File: src/rtl/backprop_layer_scheduler_pkg.sv
// Shared definitions for the backprop blocks: scheduler state encoding and a
// ceiling-log2 helper used to size counters.
package backprop_layer_scheduler_pkg;

    typedef enum logic [2:0] {
        IDLE  = 3'd0,
        ISSUE = 3'd1,
        WAIT  = 3'd2,
        WRITE = 3'd3,
        DONE  = 3'd4
    } bls_state_e;

    // Ceiling log2; returns 0 for values of 0 or 1.
    function automatic int clog2(input int value);
        int result;
        int remaining;
        result    = 0;
        remaining = value - 1;
        while (remaining > 0) begin
            result    = result + 1;
            remaining = remaining >> 1;
        end
        return result;
    endfunction

endpackage

File: src/rtl/backprop_layer_scheduler_watchdog_counter.sv
// Wait-cycle watchdog for the backprop scheduler. Counts enabled cycles from
// zero and flags expiry once the count sits at TIMEOUT-1.
module watchdog_counter
    import backprop_layer_scheduler_pkg::*;
#(
    parameter int TIMEOUT = 16
) (
    input  logic clk,
    input  logic rst,
    input  logic clear,
    input  logic enable,
    output logic expired
);

    localparam int CW = (clog2(TIMEOUT) < 1) ? 1 : clog2(TIMEOUT);
    localparam logic [CW-1:0] LAST_COUNT = CW'(TIMEOUT - 1);

    logic [CW-1:0] count;

    // Clear wins over enable; the count parks at its last value so it never wraps.
    always_ff @(posedge clk or negedge rst) begin
        if (!rst) begin
            count <= '0;
        end else if (clear) begin
            count <= '0;
        end else if (enable && (count != LAST_COUNT)) begin
            count <= count + CW'(1);
        end
    end

    assign expired = (count == LAST_COUNT);

endmodule

File: src/rtl/backprop_layer_scheduler.sv
// Backward-pass layer scheduler: walks layers LAYER_NUM-1 down to 1, kicks the
// error propagator for each, waits (with a watchdog) for its delta and writes
// it into the delta store. Every output is a flop.
module backprop_layer_scheduler
    import backprop_layer_scheduler_pkg::*;
#(
    parameter int LAYER_NUM        = 4,
    parameter int LAYER_ADDR_WIDTH = 2,
    parameter int DELTA_WIDTH      = 64,
    parameter int TIMEOUT          = 16
) (
    input  logic                        clk,
    input  logic                        rst,
    input  logic                        start,
    input  logic                        abort,
    output logic                        busy,
    output logic                        done,
    output logic                        error,
    output logic [LAYER_ADDR_WIDTH-1:0] layer,
    output logic                        prop_start,
    input  logic                        prop_valid,
    input  logic [DELTA_WIDTH-1:0]      prop_delta,
    output logic                        wr_en,
    output logic [LAYER_ADDR_WIDTH-1:0] wr_addr,
    output logic [DELTA_WIDTH-1:0]      wr_data
);

    localparam logic [LAYER_ADDR_WIDTH-1:0] TOP_LAYER  = LAYER_ADDR_WIDTH'(LAYER_NUM - 1);
    localparam logic [LAYER_ADDR_WIDTH-1:0] LAST_LAYER = LAYER_ADDR_WIDTH'(1);

    bls_state_e state;
    bls_state_e next_state;

    logic                        busy_nxt;
    logic                        done_nxt;
    logic                        error_nxt;
    logic [LAYER_ADDR_WIDTH-1:0] layer_nxt;
    logic                        prop_start_nxt;
    logic                        wr_en_nxt;
    logic [LAYER_ADDR_WIDTH-1:0] wr_addr_nxt;
    logic [DELTA_WIDTH-1:0]      wr_data_nxt;

    logic wd_clear;
    logic wd_enable;
    logic wd_expired;

    // The watchdog only runs while waiting on a missing result; any other state rearms it.
    assign wd_clear  = (state != WAIT);
    assign wd_enable = (state == WAIT) && !prop_valid;

    watchdog_counter #(
        .TIMEOUT (TIMEOUT)
    ) u_watchdog (
        .clk     (clk),
        .rst     (rst),
        .clear   (wd_clear),
        .enable  (wd_enable),
        .expired (wd_expired)
    );

    // State and registered outputs, all forced to zero while reset is low.
    always_ff @(posedge clk or negedge rst) begin
        if (!rst) begin
            state      <= IDLE;
            busy       <= 1'b0;
            done       <= 1'b0;
            error      <= 1'b0;
            layer      <= '0;
            prop_start <= 1'b0;
            wr_en      <= 1'b0;
            wr_addr    <= '0;
            wr_data    <= '0;
        end else begin
            state      <= next_state;
            busy       <= busy_nxt;
            done       <= done_nxt;
            error      <= error_nxt;
            layer      <= layer_nxt;
            prop_start <= prop_start_nxt;
            wr_en      <= wr_en_nxt;
            wr_addr    <= wr_addr_nxt;
            wr_data    <= wr_data_nxt;
        end
    end

    // Next state: abort beats everything, and a valid result beats a same-cycle timeout.
    always_comb begin
        next_state = state;
        if (abort && (state != IDLE)) begin
            next_state = IDLE;
        end else begin
            case (state)
                IDLE:    if (start) next_state = ISSUE;
                ISSUE:   next_state = WAIT;
                WAIT: begin
                    if (prop_valid) begin
                        next_state = WRITE;
                    end else if (wd_expired) begin
                        next_state = IDLE;
                    end
                end
                WRITE:   next_state = (layer == LAST_LAYER) ? DONE : ISSUE;
                DONE:    next_state = IDLE;
                default: next_state = IDLE;
            endcase
        end
    end

    // Next output values, computed alongside the transition so each output lines up with its state.
    always_comb begin
        busy_nxt       = busy;
        done_nxt       = 1'b0;
        error_nxt      = error;
        layer_nxt      = layer;
        prop_start_nxt = 1'b0;
        wr_en_nxt      = 1'b0;
        wr_addr_nxt    = wr_addr;
        wr_data_nxt    = wr_data;
        if (abort && (state != IDLE)) begin
            busy_nxt = 1'b0;
        end else begin
            case (state)
                IDLE: begin
                    if (start) begin
                        error_nxt      = 1'b0;
                        layer_nxt      = TOP_LAYER;
                        busy_nxt       = 1'b1;
                        prop_start_nxt = 1'b1;
                    end
                end
                ISSUE: begin
                end
                WAIT: begin
                    if (prop_valid) begin
                        wr_data_nxt = prop_delta;
                        wr_addr_nxt = layer;
                        wr_en_nxt   = 1'b1;
                    end else if (wd_expired) begin
                        error_nxt = 1'b1;
                        busy_nxt  = 1'b0;
                    end
                end
                WRITE: begin
                    if (layer == LAST_LAYER) begin
                        done_nxt = 1'b1;
                    end else begin
                        layer_nxt      = layer - LAYER_ADDR_WIDTH'(1);
                        prop_start_nxt = 1'b1;
                    end
                end
                DONE: begin
                    busy_nxt = 1'b0;
                end
                default: begin
                    busy_nxt = 1'b0;
                end
            endcase
        end
    end

endmodule

File: config.mk
export PLATFORM = sky130hd
export DESIGN_NAME = backprop_layer_scheduler
export DESIGN_NICKNAME = d
export VERILOG_FILES = /design/src/rtl/backprop_layer_scheduler_pkg.sv /design/src/rtl/backprop_layer_scheduler_watchdog_counter.sv /design/src/rtl/backprop_layer_scheduler.sv
export SDC_FILE = /design/constraint.sdc
export NUM_CORES = 1
export LEC_CHECK = 0
export BUFFER_PORTS_ARGS = -buffer_cell sky130_fd_sc_hd__buf_2
export CAP_MARGIN = 30
export CORE_MARGIN = 2
export CORE_UTILIZATION = 44
export CTS_BUF_LIST = sky130_fd_sc_hd__clkbuf_8
export DETAILED_ROUTE_END_ITERATION = 8
export GPL_ROUTABILITY_DRIVEN = 0
export PLACE_DENSITY_LB_ADDON = 0.12
export SETUP_SLACK_MARGIN = 0.15
export SLEW_MARGIN = 20
export SYNTH_ARGS = -nofsm -noshare
export SYNTH_HDL_FRONTEND = slang
export SYNTH_SLANG_ARGS = --single-unit
File: constraint.sdc
create_clock -name clk -period 1.5 [get_ports clk]
set_input_delay 0.075 -clock clk [delete_from_list [all_inputs] [get_ports clk]]
set_output_delay 0.075 -clock clk [all_outputs]
set_load 0.02 [all_outputs]
==> reports/qor.txt <==
CP endpoint kind = register
Die Area = 0.00799 sq mm
CTS tree = built
Pwr per Cell Area = 1810 mW/mm^2
gr ovfl total = 0
Synth Area in Compound Gates = 0.0398
initial antenna violation count = 0
count of different cell masters after synthesis = 36
largest net degree at the start of global routing = 42
most frequent cells in the layout = buf_2, dfrtp_1, mux2_2
Post-Synth Simple-Gate Area = 0.0515
Combinational Power Share = 0.425
Pleak = 2.51 nW
P_int = 5.72 mW
Cell Rows = 31
Horiz. Die Dim = 89.4 um
adder-cell share of the synthesized area = 0.00780
CP startpoint = state[1]
fraction of synthesized area in multiplexers = 0.241
largest family of logic cells by synthesized area = multiplexers
remaining antenna violation count = 0
Final Slew Violations = 0
Worst R2R Path Depth = 3
Switching Share = 0.367
#FFs+latches synth = 80
Post-Synthesis Cell Area = 0.00321 sq mm
critical path arrival = 1.68 ns
Post-Syn Instances = 207
clk sink count = 80
I/O pin cnt = 142
Antenna diodes = 0
Clock power frac = 0.187
slew of the pin with the lowest slew margin = 0.384 ns
Worst Skew = 0.00854 ns
first-pass GRT wire length = 10800 um
switching power total = 3.32 mW
r2r endpoint = layer[0]
status = finished, final reports clean
Slew headroom = 0.744
max cap viols = 0
root buffer cell = clkbuf_8
vias in the first global route = 2391
share of layout cells above drive strength 1 = 0.572
fin nets = 498
crit path to = layer[0]
Seq. cell area = 0.00200 sq mm
clock transition at the registers of the reported paths = 0.08 ns
Post-Route WL = 7360 um
final worst path period share = 0.966
later-pin clock latency in the skew report = 0.34 ns
Port Buffer Count = 141
DP Worst Slack = 0.0701 ns
Vias/cell = 4.65
aggregate global-route resource usage = 0.178
DR vias = 2471
# DRC = 0
DR iter-0 viols = 54
WS Path Type = reg2reg
CTS buffer count = 9
worst vdd ir = 0.867 mV
Yosys warning count = 0
worst min-delay path class = in2reg
reg-to-reg slack, setup = 0.05 ns
Cells after DPL = 447
Starting Density = 0.447
footprint of the multi-input gates = 0.00115 sq mm
reg2reg start = state[1]
# fillers = 524
Max clock buf depth = 2
Seq/Total Area, Yosys = 0.624
endpoints failing hold = 0
drt first pass iters = 5
post-DP HPWL = 4870 um
part of the power in registers = 0.388
largest fanout on the critical path = 3
Startpoint Class = register
Avg Cell Area, Syn = 15.5 sq um
wire per inst = 13.9 um
total core area = 0.00718 sq mm
Final Non-Filler Cells = 531
setup violators final = 0
RSZ-0062 raised after global routing = true
Die H = 89.4 um
most common cell after layout, fill and taps aside = buf_2
Syn Nets = 278
Max Fclk = 690 MHz
Layout area overhead = 55.8%
Synth Area in XOR/XNOR = 0.00273
minimum clock period = 1.45 ns
CTS HTree Levels = 3
Critical Path RT = 1.73 ns
worst setup margin = 0.0505 ns
[area by class of cell]
type	instances	share of cell area
timing repair buffer	219	0.299
multi-input combinational	112	0.229
inverter	5	0.00375
sequential	80	0.401
tap	99	0.0248
clock inverter	7	0.0178
clock buffer	9	0.0248
[metal layers]
metal | global-route usage | part of all wire
met1 | 0.221 | 0.42
met2 | 0.307 | 0.51
met3 | 0.0342 | 0.051
met4 | 0.0692 | 0.014
met5 | 0 | 0
[flip-flops by register name, summed over array words and instances (netlist names)]
signal and count:
busy 1, done 1, error 1, layer 2
prop_start 1, state 3, u_watchdog.count 4, wr_addr 2
wr_data 64, wr_en 1
[power groups by stage]
stage,Clock [mW],Combinational [mW],Sequential [mW]
floorplan,0,1.20,4.70
global placement,0,3.65,3.49
detailed placement,0,3.70,3.55
CTS,1.73,3.85,3.50
global route,1.80,4.11,3.61
finish,1.69,3.84,3.51
[Yosys cell counts]
master / n / area share
inv_1: 5 / 0.0058
o22a_1: 1 / 0.0027
or3b_4: 1 / 0.0035
nand3_1: 1 / 0.0016
a211oi_1: 1 / 0.0023
mux2i_1: 2 / 0.0062
a221oi_2: 1 / 0.0047
o21bai_1: 1 / 0.0023
nand4b_1: 2 / 0.0055
a21oi_4: 1 / 0.0051
buf_6: 6 / 0.021
nand2_1: 3 / 0.0035
nand4b_2: 1 / 0.0047
dfrtp_1: 80 / 0.62
a21boi_0: 2 / 0.0047
nor2b_1: 1 / 0.0020
a221oi_1: 1 / 0.0027
nor2_4: 1 / 0.0035
ha_1: 2 / 0.0078
nand2b_1: 2 / 0.0039
nand4bb_1: 1 / 0.0035
a21o_1: 2 / 0.0047
mux2_2: 66 / 0.23
a21oi_1: 1 / 0.0016
and4_1: 1 / 0.0027
a221o_1: 1 / 0.0031
nor2_1: 5 / 0.0058
mux2_1: 1 / 0.0035
nor3_1: 4 / 0.0062
nor3b_1: 1 / 0.0023
nor4b_1: 1 / 0.0027
buf_2: 4 / 0.0062
a31oi_1: 1 / 0.0020
o21a_1: 1 / 0.0023
xnor2_1: 1 / 0.0027
o21ai_0: 1 / 0.0016
[stage by stage]
| step | total power [mW] | util | area, sq um | setup TNS [ns] | hold WS [ns] |
|---|---|---|---|---|---|
| final | 9.03 | 0.697 | 5000 | 0 | 0.107 |
| after global placement | 7.15 | 0.571 | 4100 | 0 | 0.0319 |
| after detailed placement | 7.25 | 0.571 | 4100 | 0 | 0.0253 |
| after CTS | 9.08 | 0.694 | 4980 | 0 | 0.0831 |
| after floorplan | 5.90 | - | 3240 | -0.0125 | -0.221 |
| after global routing | 9.53 | 0.697 | 5000 | 0 | 0.139 |
[worst max-delay path, stage by stage, from the launching register on]
cell and delay (ns):
dfrtp_1 0.43, or3b_4 0.43, a21oi_4 0.17, mux2_4 0.31
[how the worst min path moves through the flow]
| stage | slack, ns | cells past startpoint | from | to |
|---|---|---|---|---|
| after detailed placement | 0.03 | 1 | rst | wr_data[0] |
| after global routing | 0.14 | 3 | start | error |
| final | 0.11 | 3 | prop_valid | state[0] |
| after floorplan | -0.22 | 0 | rst | busy |
| after CTS | 0.08 | 3 | prop_valid | state[0] |
| after global placement | 0.03 | 1 | rst | wr_data[0] |
[logic make-up after synthesis]
logic type | count (synthesis)
buffers and inverters | 15
XOR/XNOR | 1
AO/OA/AOI/OAI | 15
adder cells (fa/ha/maj) | 2
multiplexers | 69
AND/OR/NAND/NOR | 25
flip-flops | 80
[what timing repair did]
| action | CTS | global route |
|---|---|---|
| setup buffers | 2 | 1 |
| pin swaps | 0 | 2 |
| resized for setup | 1 | 2 |
| setup endpoints to repair | 44 | 72 |
| endpoints found under the hold margin | 121 | 0 |
| hold buffers | 65 | 0 |
Note: power is estimated with default switching activity, not from simulation.
